**src/rtl/pc_select.sv**
```systemverilog
// pc_select: next-PC generation with boot/sequential/redirect/trap selection and stall-safe redirect latching
module pc_select #(
  parameter logic [29:0] RESET_VECTOR = 30'h0000_0000,
  parameter int          CNT_W        = 16
) (
  input  logic             clk,
  input  logic             rst,
  input  logic             stall,
  input  logic             redirect_valid_i,
  input  logic [29:0]      redirect_pc_i,
  input  logic             trap_valid_i,
  input  logic [29:0]      trap_pc_i,
  input  logic             halt_i,
  output logic [29:0]      pc_o,
  output logic             pc_valid_o,
  output logic             flush_o,
  output logic [CNT_W-1:0] redirect_cnt_o
);
  typedef enum logic [1:0] {BOOT, RUN, PEND, HALT} state_t;
  state_t           state_q, state_d;
  logic [29:0]      pc_q, pc_d, pend_pc_q, pend_pc_d;
  logic             pend_trap_q, pend_trap_d, flush_q, flush_d;
  logic [CNT_W-1:0] cnt_q, cnt_d;
  always_ff @(posedge clk) begin
    if (!rst) begin
      state_q     <= BOOT;
      pc_q        <= RESET_VECTOR;
      pend_pc_q   <= '0;
      pend_trap_q <= 1'b0;
      flush_q     <= 1'b0;
      cnt_q       <= '0;
    end else begin
      state_q     <= state_d;
      pc_q        <= pc_d;
      pend_pc_q   <= pend_pc_d;
      pend_trap_q <= pend_trap_d;
      flush_q     <= flush_d;
      cnt_q       <= cnt_d;
    end
  end
  always_comb begin
    state_d     = state_q;
    pc_d        = pc_q;
    pend_pc_d   = pend_pc_q;
    pend_trap_d = pend_trap_q;
    flush_d     = 1'b0;
    case (state_q)
      RUN, HALT: begin
        if (!stall) begin
          if (trap_valid_i || redirect_valid_i) begin
            flush_d = 1'b1;
            pc_d    = trap_valid_i ? trap_pc_i : redirect_pc_i;
            state_d = RUN;
          end else if (state_q == RUN) begin
            if (halt_i) state_d = HALT;
            else pc_d = pc_q + 30'd1;
          end
        end else if (trap_valid_i || redirect_valid_i) begin
          pend_pc_d   = trap_valid_i ? trap_pc_i : redirect_pc_i;
          pend_trap_d = trap_valid_i;
          state_d     = PEND;
        end
      end
      PEND: begin
        if (!stall) begin
          flush_d     = 1'b1;
          pc_d        = trap_valid_i ? trap_pc_i :
                        pend_trap_q ? pend_pc_q :
                        redirect_valid_i ? redirect_pc_i : pend_pc_q;
          pend_trap_d = 1'b0;
          state_d     = RUN;
        end else if (trap_valid_i) begin
          pend_pc_d   = trap_pc_i;
          pend_trap_d = 1'b1;
        end else if (redirect_valid_i && !pend_trap_q) begin
          pend_pc_d = redirect_pc_i;
        end
      end
      default: state_d = RUN;
    endcase
    cnt_d = (flush_d && !(&cnt_q)) ? cnt_q + CNT_W'(1) : cnt_q;
  end
  assign pc_o           = pc_q;
  assign pc_valid_o     = (state_q == RUN) || (state_q == PEND);
  assign flush_o        = flush_q;
  assign redirect_cnt_o = cnt_q;
endmodule

```
**config.mk**
```make
export PLATFORM = sky130hd
export DESIGN_NAME = pc_select
export DESIGN_NICKNAME = d
export VERILOG_FILES = /design/src/rtl/pc_select.sv
export SDC_FILE = /design/constraint.sdc
export NUM_CORES = 1
export LEC_CHECK = 0
export BUFFER_PORTS_ARGS = -buffer_cell sky130_fd_sc_hd__buf_2
export CAP_MARGIN = 20
export CORE_MARGIN = 4
export CORE_UTILIZATION = 45
export CTS_CLUSTER_SIZE = 28
export DETAILED_ROUTE_END_ITERATION = 10
export HOLD_SLACK_MARGIN = 0.1
export PLACE_DENSITY = 0.8
export SLEW_MARGIN = 5
export SYNTH_ARGS = -nofsm -noshare
export SYNTH_HDL_FRONTEND = slang
export SYNTH_SLANG_ARGS = --single-unit
export TNS_END_PERCENT = 20
```
**constraint.sdc**
```tcl
create_clock -name clk -period 2.1 [get_ports clk]
set_input_delay 0.105 -clock clk [delete_from_list [all_inputs] [get_ports clk]]
set_output_delay 0.105 -clock clk [all_outputs]
set_load 0.01 [all_outputs]
```
======== After elaboration in Yosys (flattened, before gate mapping) ========
Cells that the tools add are included.
storage, ports and cells
  register bits ........................... 80
  input bits .............................. 66
  memory bits (read-only) ................. 0
  output and inout bits ................... 48
  bits in latches ......................... 0
  RAM bits ................................ 0
  memories kept ........................... 0
  word-level logic and storage cells ...... 67
operators by class
  reductions and logical operators ........ 13
  bitwise operators ....................... 0
  $lt $le $gt $ge ......................... 0
  $mul .................................... 0
  div/mod/pow operators ................... 0
  add/subtract/negate cells ............... 2
  equal/unequal tests ..................... 14
  shifts and indexed selects .............. 0
  multiplexer cells ....................... 32
operator list
  kind                     number
  $mux W30                 14
  $pmux W30 S2             2
  $add A30 B1 Y30 const B  1
  $ne A3 B3 Y1 const B     6
  $add A16 B1 Y16 const B  1
  $reduce_and A16 Y1       1
  $mux W2                  6
  $ne A2 B2 Y1 const B     5
  $reduce_and A5 Y1        2
  $reduce_and A4 Y1        2
  $mux W1                  7
  $eq A2 B2 Y1 const B     2
  $pmux W1 S2              2
  $pmux W2 S2              1
  $eq A2 B1 Y1 const B     1
  $logic_and A1 B1 Y1      2
  $logic_not A1 Y1         2
  $logic_or A1 B1 Y1       2
  $reduce_bool A2 Y1       1
  $reduce_or A2 Y1         1

======== Logic depth before layout (Yosys ltp) ========
Gate-level depths: netlist of run 1.
  depth after elaboration ................. 6
  depth in mapped cells ................... 9
  gate-level depth less buffers ........... 7

======== Worst setup path before layout of run 1 ========
OpenSTA, ideal clock, no wires.
  path type ............................... reg2reg
  start ................................... register pc_q[0] (netlist: pc_o[0])
  end ..................................... register pc_q[24] (netlist: pc_o[24])
  clock period less this slack ............ 2191 ps
  cell stages (with the launch flop) ...... 7
  data arrival time ....................... 2062 ps
  data required time ...................... 1971 ps
  setup time .............................. 129 ps
  path buffers ............................ 0
  setup slack ............................. -91 ps
  path through ............................ dfxtp_1 -> ha_1 -> nand4_1 -> or4_1 -> o31a_1 -> o31ai_1 -> o21ai_1
on the way
  cells in the longest elaborated chain, start to end .. 6
ends and longest elaborated chain
  element                   line  text
  start: declaration        21    logic [29:0] pc_q, pc_d, pend_pc_q, pend_pc_d;
  start signal: assignment  34    pc_q <= pc_d;
  $add A30 B1 Y30           56    else pc_d = pc_q + 30'd1;
  $mux W30                  55    if (halt_i) state_d = HALT;
  $mux W30                  54    end else if (state_q == RUN) begin
  $mux W30                  50    if (trap_valid_i || redirect_valid_i) begin
  $mux W30                  49    if (!stall) begin
  $pmux W30 S2              47    case (state_q)
No other way between the ends. The select of a mux whose other input is x is not followed.
A chain may end at the register's enable or synchronous reset.

======== Worst setup path in the final report of run 1 ========
  start ................................... register state_q[1]
  end ..................................... register pc_q[28] (netlist: pc_o[28])
on the way
  cells in the longest elaborated chain, start to end .. 4
  elaborated cells on any way between the ends .. 11
  those cells by class .................... eq/ne: 7; mux: 1; reduce/logical: 3
ends and longest elaborated chain
  element                                               line    text
  start: declaration                                    20      state_t state_q, state_d;
  start signal: assignment                              33      state_q <= state_d;
  $eq A2 B1 Y1 or $eq A2 B2 Y1 (tied branches)          47, 54
  $reduce_or A2 Y1                                      47
  $ne A3 B3 Y1 (no line), or another cell as far along  -
  $reduce_and A5 Y1 (no line)                           -
Several ways; a longest one is shown, not always the timed one.

==> results of run 1 <==
cells by family (layout without fill, tap and decap cells):
kind of cell / Yosys count / after routing / share of synthesized area (%)
simple gates: 274 / 274 / 25.2
xor+xnor: 24 / 24 / 3.88
compound gates: 198 / 198 / 25.3
mux: 49 / 49 / 9.21
fa+ha+maj: 6 / 6 / 1.39
flops: 80 / 80 / 29.6
buf+inv: 74 / 210 / 5.50
per-layer routing:
| metal | vias to the layer above | global-route usage, % |
|---|---|---|
| met1 | 2805 | 31.2 |
| met4 | 2 | 6.81 |
| met2 | 304 | 38.4 |
| met3 | 32 | 7.78 |
| li1 | 2887 | - |
| met5 | - | 0 |
sequential cells by signal, summed over array words and instances (netlist names):
signal / flops
pend_pc_q: 30
state_q: 2
flush_o: 1
redirect_cnt_o: 16
pend_trap_q: 1
pc_o: 30
final cells by class:
class	instances	area, µm²	area share, %
clock buffers	12	267	3.87
flip-flops and latches	80	1610	23.3
repair buffers	176	1110	16.1
clock inverters	4	75.1	1.09
inverters	18	67.6	0.980
multi-input cells	551	3580	52.0
well taps	143	179	2.59
worst paths after layout:
path                        startpoint                         end  slack, ns  cells after the start
max            state_q[1]$_SDFFE_PN0P_       pc_o[28]$_SDFFE_PN0P_      0.008                      8
min                      trap_pc_i[21]  pend_pc_q[21]$_SDFFE_PN0P_       0.11                      3
max reg2reg    state_q[1]$_SDFFE_PN0P_       pc_o[28]$_SDFFE_PN0P_      0.008                      8
min reg2reg  pend_pc_q[8]$_SDFFE_PN0P_   pend_pc_q[8]$_SDFFE_PN0P_       0.50                      2
critical path: stages (launching register included):
cell and delay, ns:
dfxtp_1 0.38, inv_1 0.10, ha_1 0.25, nand2b_1 0.24, a21oi_4 0.21, or2_1 0.16
buf_4 0.21, mux2_2 0.36, o31ai_1 0.08
placed cells by master, fill, tap and decap left out, types with 4 or more instances in the layout:
cell	instances
a211oi_1	36
a21oi_1	24
a222oi_1	5
a311oi_1	5
a31o_2	7
a31oi_1	12
a32o_1	4
and3_1	5
and4_1	5
buf_2	113
buf_4	51
clkbuf_16	10
dfxtp_1	76
dlygate4sd3_1	8
ha_1	5
inv_1	17
mux2_2	7
mux2i_1	42
nand2_1	85
nand2b_1	16
nand3_1	22
nand4_1	11
nor2_1	70
nor3_1	16
nor4_1	12
nor4_2	4
o211ai_1	7
o21ai_0	52
o21ai_1	4
o221ai_1	4
o31a_1	4
o32ai_1	4
or3_1	6
xnor2_1	16
xor2_1	8
report_power, final:
group | internal (mW) | switching, mW | total, mW
Combinational | 0.610 | 0.819 | 1.43
Clock | 1.14 | 0.651 | 1.79
Sequential | 1.70 | 0.150 | 1.85
timing repair:
| item | 4_1_cts | 5_1_grt |
|---|---|---|
| gates resized for setup | 3 | 10 |
| pin swaps | 0 | 1 |
| cloned | 0 | 1 |
| setup endpoints to repair | 3 | 52 |
| setup buffers | 0 | 1 |
| hold endpoints to repair | 5 | 0 |
| hold buffers | 8 | 0 |
==> reports/qor.csv, run 1 <==
metric;value;unit
outcome;complete, no violations;
Static Leakage;2.85;nW
dpl ws;-0.0341;ns
placed instance count;958;
setup TNS;0;ns
share of post-route cells with drive strength above 1;26.6;%
metal2 WL;8080;µm
Yosys reg bits;80;
syn_nets;777;
fmax;478;MHz
fraction of registers with async set/reset;0;%
Final Setup Violations;0;
drt wl/cell;17.8;µm
FP Rows;39;
metal3 WL;1570;µm
Max transition margin;61.9;%
CTS sink cnt;80;
via count;6030;
Syn Inst Count;705;
Max-Cap Viols;0;
Slew Limit Fails;0;
crit-path max FO;10;
Min-Delay Path Class;in2reg;
CP arrival;2.34;ns
maximum root-to-sink buffer count;2;
top cell type's share of synthesized area;29.6;%
worst endpoint required time;2.35;ns
design area;0.00690;mm²
WHS;0.109;ns
Final Hold Fails;0;
gp weighted congestion;0.921;
synth warn;0;
gr ovfl total;0;
WL met1;7500;µm
Die ar.;0.0139;mm²
Synth area leaders;dfxtp_1, mux2i_1, nand2_1;
Core Region;0.0116;mm²
Initial Util;46.7;%
Final Cycle Share;99.6;%
peak supply drop;403;µV
Post-DP HPWL;12300;µm
post-synthesis cell area;0.00542;mm²
pin count of the biggest net entering global routing;61;
final worst slack;0.00763;ns
initial antenna violation count;1;
chip height;118;µm
Non-Filler Instances;984;
drt initial violations;580;
CTS root buf;clkbuf_16;
placed cell area;0.00639;mm²
Power Total;5.07;mW
top post-synthesis cells by count;nand2_1, dfxtp_1, nor2_1, o21ai_0, mux2i_1;
Final Core Density;59.4;%
Syn Area/Cell;7.69;µm²
Num CTS Buffers;9;
CTS HTree Levels;3;
skew final;0.00677;ns
post-route ant nets;0;
# diodes;0;
Vias/cell;6.13;
Cell Pwr Density;735;mW/mm²
DR top layer;met5;
CTS tree;yes;
Pre-antenna DRT Iters;7;
vias in the first global route;5445;
Buffers on Ports;113;
Filler Cells Inserted;1062;
final net count;908;
CP Launch Type;flop;
EDFF count, synth;0;
Synth area leader;dfxtp_1;
Die Wd;118;µm
first-pass GRT wire length;27800;µm
final wirelength;17500;µm
fin crit period;2.09;ns
worst setup path class;reg2reg;
DRC viols;0;
actual slew at the worst max-slew pin;0.570;ns
most frequent cell after synthesis;nand2_1;
GRT Overall Usage;24.1;%
IO Pins;114;
RSZ-0062 raised after global routing;true;
register area share after synthesis;29.6;%
Netlist cell types;69;
Crit. End Element;flop;
clock slew at reported path FFs;0.06;ns
clk_lat worst skew;0.35;ns
Primary FF master, synth;dfxtp_1;
Layout area overhead;27.2;%
Note: power is estimated with default switching activity, not from simulation.
==> inputs of run 2 (changes only) <==
--- a/config.mk
+++ b/config.mk
@@ -13,6 +13,7 @@
 export DETAILED_ROUTE_END_ITERATION = 10
 export HOLD_SLACK_MARGIN = 0.1
 export PLACE_DENSITY = 0.8
+export RECOVER_POWER = 50
 export SLEW_MARGIN = 5
 export SYNTH_ARGS = -nofsm -noshare
 export SYNTH_HDL_FRONTEND = slang
==> run 2 against run 1 <==
- largest cell class unchanged
- critical endpoint unchanged
- worst setup slack better by 0.0097 ns
- via count up 0.15%
- count of clock-buffer cells in the layout unchanged
- die area unchanged
- maximum frequency up 0.46%
- final cell count unchanged
- register-to-register slack about the same
- worst hold slack worse by 0.0051 ns
- wire length up 0.10%
- critical path type unchanged
==> reports/qor.csv, run 2 (synthesis gave the netlist of run 1 again) <==
metric;value;unit
CTS tree;yes;
Internal;3.40;mW
gr ovfl total;0;
IO Pins;114;
Slew Limit Fails;0;
Buffers on Ports;113;
vias in the first global route;5445;
Layout area overhead;25.4;%
final net count;908;
Max transition margin;63.0;%
# diodes;0;
slowest CP cell;or4_4;
Min-Delay Path Class;in2reg;
GRT Overall Usage;24.1;%
chip height;118;µm
drt initial violations;609;
CP arrival;2.31;ns
CTS HTree Levels;3;
Initial Util;46.7;%
drt wl/cell;17.9;µm
setup TNS;0;ns
crit-path max FO;5;
actual slew at the worst max-slew pin;0.554;ns
commonest non-fill, non-tap cell in the layout;nand2_1;
most frequent cells in the layout;nand2_1, buf_2, dfxtp_1;
maximum root-to-sink buffer count;2;
slowest stage delay, CP;0.56;ns
fin crit period;2.08;ns
Clk network pwr share;35.7;%
gp weighted congestion;0.921;
first-pass GRT wire length;27800;µm
Flop pwr share;36.8;%
Non-Filler Instances;984;
Cell Pwr Density;740;mW/mm²
Final Hold Fails;0;
placed instance count;958;
Sw Share;32.3;%
via count;6039;
Die Wd;118;µm
Final Core Density;58.5;%
Num CTS Buffers;9;
Max-Cap Viols;0;
Core Region;0.0116;mm²
design area;0.00680;mm²
Comb power frac;27.6;%
outcome;complete, no violations;
Die ar.;0.0139;mm²
Static Leakage;2.66;nW
initial antenna violation count;1;
worst setup path class;reg2reg;
RSZ-0062 raised after global routing;true;
placed cell area;0.00639;mm²
skew final;0.00708;ns
final wirelength;17600;µm
CTS root buf;clkbuf_16;
CP cell instances;ha_2, nand4_1, or4_4, o31a_1, nor3_1, o31ai_1;
Post-DP HPWL;12300;µm
crit path buf inv count;0;
clk_lat worst skew;0.35;ns
fmax;480;MHz
CP Launch Type;flop;
peak supply drop;403;µV
post-route ant nets;0;
FP Rows;39;
DRC viols;0;
Final Setup Violations;0;
pin count of the biggest net entering global routing;61;
CTS sink cnt;80;
worst endpoint required time;2.33;ns
Pre-antenna DRT Iters;6;
net switching power;1.63;mW
crit-path leading delay family;simple AND/OR/NAND/NOR gates;
Final Cycle Share;99.2;%
clock slew at reported path FFs;0.06;ns
share of post-route cells with drive strength above 1;21.2;%
Crit. End Element;flop;
Vias/cell;6.14;
-- run 2: per-layer routing --
layer / part of all wire (%) / GRT usage [%] / vias up
li1: - / - / 2887
met1: 42 / 31.2 / 2822
met2: 46 / 38.4 / 289
met3: 9.0 / 7.78 / 39
met4: 2.3 / 6.81 / 2
met5: 0.074 / 0 / -
-- run 2: power by group through the flow --
stage	combinational [mW]	clock, mW	sequential [mW]
final	1.39	1.79	1.85
after global placement	1.33	0	1.87
after detailed placement	1.35	0	1.87
after floorplan	0.773	0	1.91
after CTS	1.37	1.81	1.84
after global routing	1.52	1.89	1.87
-- run 2: tightest hold or removal path, stage by stage --
cell,delay [ns]
buf_2,0.10
mux2i_1,0.12
a211oi_1,0.08
-- run 2: timing repair --
item	in CTS	in global routing
buffers inserted	0	1
pin swaps	0	1
gates resized for setup	3	10
hold buffers	8	0
setup endpoints to repair	3	52
gates cloned	0	1
endpoints found under the hold margin	5	0
-- run 2: cell type report --
class                   instances  area (µm²)
clock buffers                  12         267
fillers                      1100        4820
repair buffers                176        1020
flip-flops and latches         80        1610
inverters                      18        67.6
well taps                     143         179
clock inverters                 4        75.1
multi-input cells             551        3580
-- run 2: metrics by stage --
stage	power, mW	worst slack (ns)	hold WS (ns)
detailed placement	3.22	-0.0341	0.414
global placement	3.19	0.0140	0.411
floorplan	2.68	0.0483	0.276
CTS	5.02	0.0392	0.101
global route	5.28	-0.0917	0.109
finish	5.03	0.0173	0.104
-- run 2: path summary, 6_finish.rpt --
| path | startpoint | to | slack (ns) | depth (start not counted) |
|---|---|---|---|---|
| worst max-delay path | pc_o[1]$_SDFFE_PN0P_ | pc_o[28]$_SDFFE_PN0P_ | 0.02 | 6 |
| worst min-delay path | trap_pc_i[21] | pend_pc_q[21]$_SDFFE_PN0P_ | 0.10 | 3 |
| worst max register to register | pc_o[1]$_SDFFE_PN0P_ | pc_o[28]$_SDFFE_PN0P_ | 0.02 | 6 |
| worst min register to register | pend_pc_q[18]$_SDFFE_PN0P_ | pend_pc_q[18]$_SDFFE_PN0P_ | 0.50 | 2 |
==> inputs of run 3 (changes only) <==
--- a/config.mk
+++ b/config.mk
@@ -12,7 +12,7 @@
 export CTS_CLUSTER_SIZE = 28
 export DETAILED_ROUTE_END_ITERATION = 10
 export HOLD_SLACK_MARGIN = 0.1
-export PLACE_DENSITY = 0.8
+export PLACE_DENSITY = 0.78
 export RECOVER_POWER = 50
 export SLEW_MARGIN = 5
 export SYNTH_ARGS = -nofsm -noshare
==> constraint.sdc (replaced) <==
create_clock -name clk -period 2.3 [get_ports clk]
set_input_delay 0.115 -clock clk [delete_from_list [all_inputs] [get_ports clk]]
set_output_delay 0.115 -clock clk [all_outputs]
set_load 0.01 [all_outputs]
==> run 3 against run 2 <==
- worst setup slack better by 0.12 ns
- first-iteration DRC count is 20% higher
- power is 13% lower
- maximum frequency is 3.6% lower
- via count is 1.2% lower
- largest cell class unchanged
- clock skew hardly changed
- sequential share of layout area is 0.54 points higher
==> reports/qor.csv, run 3 (synthesis gave the netlist of run 1 again) <==
metric;value;unit
# diodes;0;
Layout area overhead;22.1;%
post-route ant nets;0;
Initial Util;46.7;%
met2 usage;38.5;%
Die ar.;0.0139;mm²
crit-path max FO;10;
Crit. End Element;flop;
register area;0.00160;mm²
worst setup path class;reg2reg;
Final Hold Fails;0;
Max-Cap Viols;0;
CTS sink cnt;80;
slowest CP cell;or4_1;
Cell Pwr Density;665;mW/mm²
net switching power;1.46;mW
CP arrival;2.39;ns
DRC viols;0;
Max transition margin;64.4;%
Final Core Density;57.0;%
actual slew at the worst max-slew pin;0.532;ns
Num CTS Buffers;9;
pin count of the biggest net entering global routing;60;
final wirelength;17200;µm
gp weighted congestion;0.903;
Die Wd;118;µm
clock slew at reported path FFs;0.06;ns
setup TNS;0;ns
area of the multi-input gates;0.00353;mm²
RSZ-0062 raised after global routing;false;
Slew Limit Fails;0;
GRT Overall Usage;24.2;%
Pre-antenna DRT Iters;8;
chip height;118;µm
Filler Cells Inserted;1089;
CTS HTree Levels;3;
Static Leakage;2.58;nW
Buffers on Ports;113;
clk_lat worst skew;0.35;ns
fmax;463;MHz
share of post-route cells with drive strength above 1;18.7;%
via count;5965;
Internal;2.94;mW
Final Setup Violations;0;
worst endpoint required time;2.53;ns
Min-Delay Path Class;in2reg;
drt initial violations;730;
CP Launch Type;flop;
FP Rows;39;
CTS root buf;clkbuf_16;
M3 GR Usage;5.48;%
IO Pins;114;
met1 usage;32.4;%
outcome;complete, no violations;
Post-DP HPWL;12400;µm
Final Cycle Share;93.9;%
busiest grt layer;met2;
vias in the first global route;5431;
Vias/cell;6.13;
first-pass GRT wire length;27900;µm
initial antenna violation count;0;
commonest non-fill, non-tap cell in the layout;nand2_1;
Flop pwr share;38.3;%
gr ovfl total;0;
crit path buf inv count;0;
slowest stage delay, CP;0.73;ns
peak supply drop;327;µV
CP cell instances;nand4_4, or4_1, nor2_4, a2111oi_1, or3_1;
crit-path leading delay family;simple AND/OR/NAND/NOR gates;
maximum root-to-sink buffer count;2;
Core Region;0.0116;mm²
Sw Share;33.2;%
skew final;0.00735;ns
final net count;897;
Comb power frac;27.8;%
CTS tree;yes;
Clk network pwr share;33.9;%
fin crit period;2.16;ns
drt wl/cell;17.7;µm
most frequent cells in the layout;nand2_1, buf_2, dfxtp_1;
[run 3: cell types whose count changed in the layout (fill, tap and decap cells not counted), sizes merged]
| cell | change |
|---|---|
| clkbuf | -2 |
| buf | -8 |
| bufinv | -1 |
| dlygate4sd3 | -2 |
| clkinv | +2 |
[run 3: metal layers]
metal | up-vias | wire [µm]
met5 | - | 0
li1 | 2855 | -
met3 | 40 | 1470
met4 | 0 | 386
met1 | 2795 | 7590
met2 | 275 | 7800
[run 3: cell type report]
type | instances | share of cell area (%)
clock inverter | 5 | 0.832
clock buffer | 11 | 3.82
timing repair buffer | 165 | 14.0
multi-input combinational | 551 | 53.4
sequential | 80 | 24.2
tap | 143 | 2.70
inverter | 18 | 1.02
[run 3: final timing paths]
check                             startpoint                         end  slack (ns)  depth (start not counted)
setup / recovery        pc_o[8]$_SDFFE_PN0P_       pc_o[29]$_SDFFE_PN0P_        0.14                          5
hold / removal                 trap_pc_i[18]  pend_pc_q[18]$_SDFFE_PN0P_        0.12                          3
hold reg to reg   pend_pc_q[17]$_SDFFE_PN0P_  pend_pc_q[17]$_SDFFE_PN0P_        0.50                          2
setup reg to reg        pc_o[8]$_SDFFE_PN0P_       pc_o[29]$_SDFFE_PN0P_        0.14                          5
[run 3: power by group through the flow]
stage	Sequential, mW	Clock, mW	Combinational, mW
final	1.69	1.49	1.22
after global routing	1.71	1.57	1.34
after CTS	1.68	1.50	1.25
after detailed placement	1.71	0	1.23
after global placement	1.71	0	1.22
after floorplan	1.74	0	0.706
[run 3: timing repair]
| item | 4_1_cts | 5_1_grt |
|---|---|---|
| hold buffers | 6 | 0 |
| setup endpoints to repair | 0 | 1 |
| buffers inserted | 0 | 0 |
| resized for setup | 0 | 2 |
| endpoints found under the hold margin | 4 | 0 |
[run 3: metrics by stage]
stage                     worst slack [ns]  power [mW]  cells  hold WS [ns]  cell area, µm²
after floorplan                      0.109        2.45    705         0.286            5420
after global placement               0.197        2.92    951         0.421            6340
after detailed placement             0.151        2.94    951         0.425            6340
after CTS                            0.131        4.43    973         0.109            6710
after global routing               0.00191        4.62    973         0.119            6620
final                                0.140        4.40    973         0.121            6620
[run 3: worst min-delay path, stage by stage]
cell and delay, ns:
buf_2 0.10, nand2_1 0.11, a311oi_1 0.10
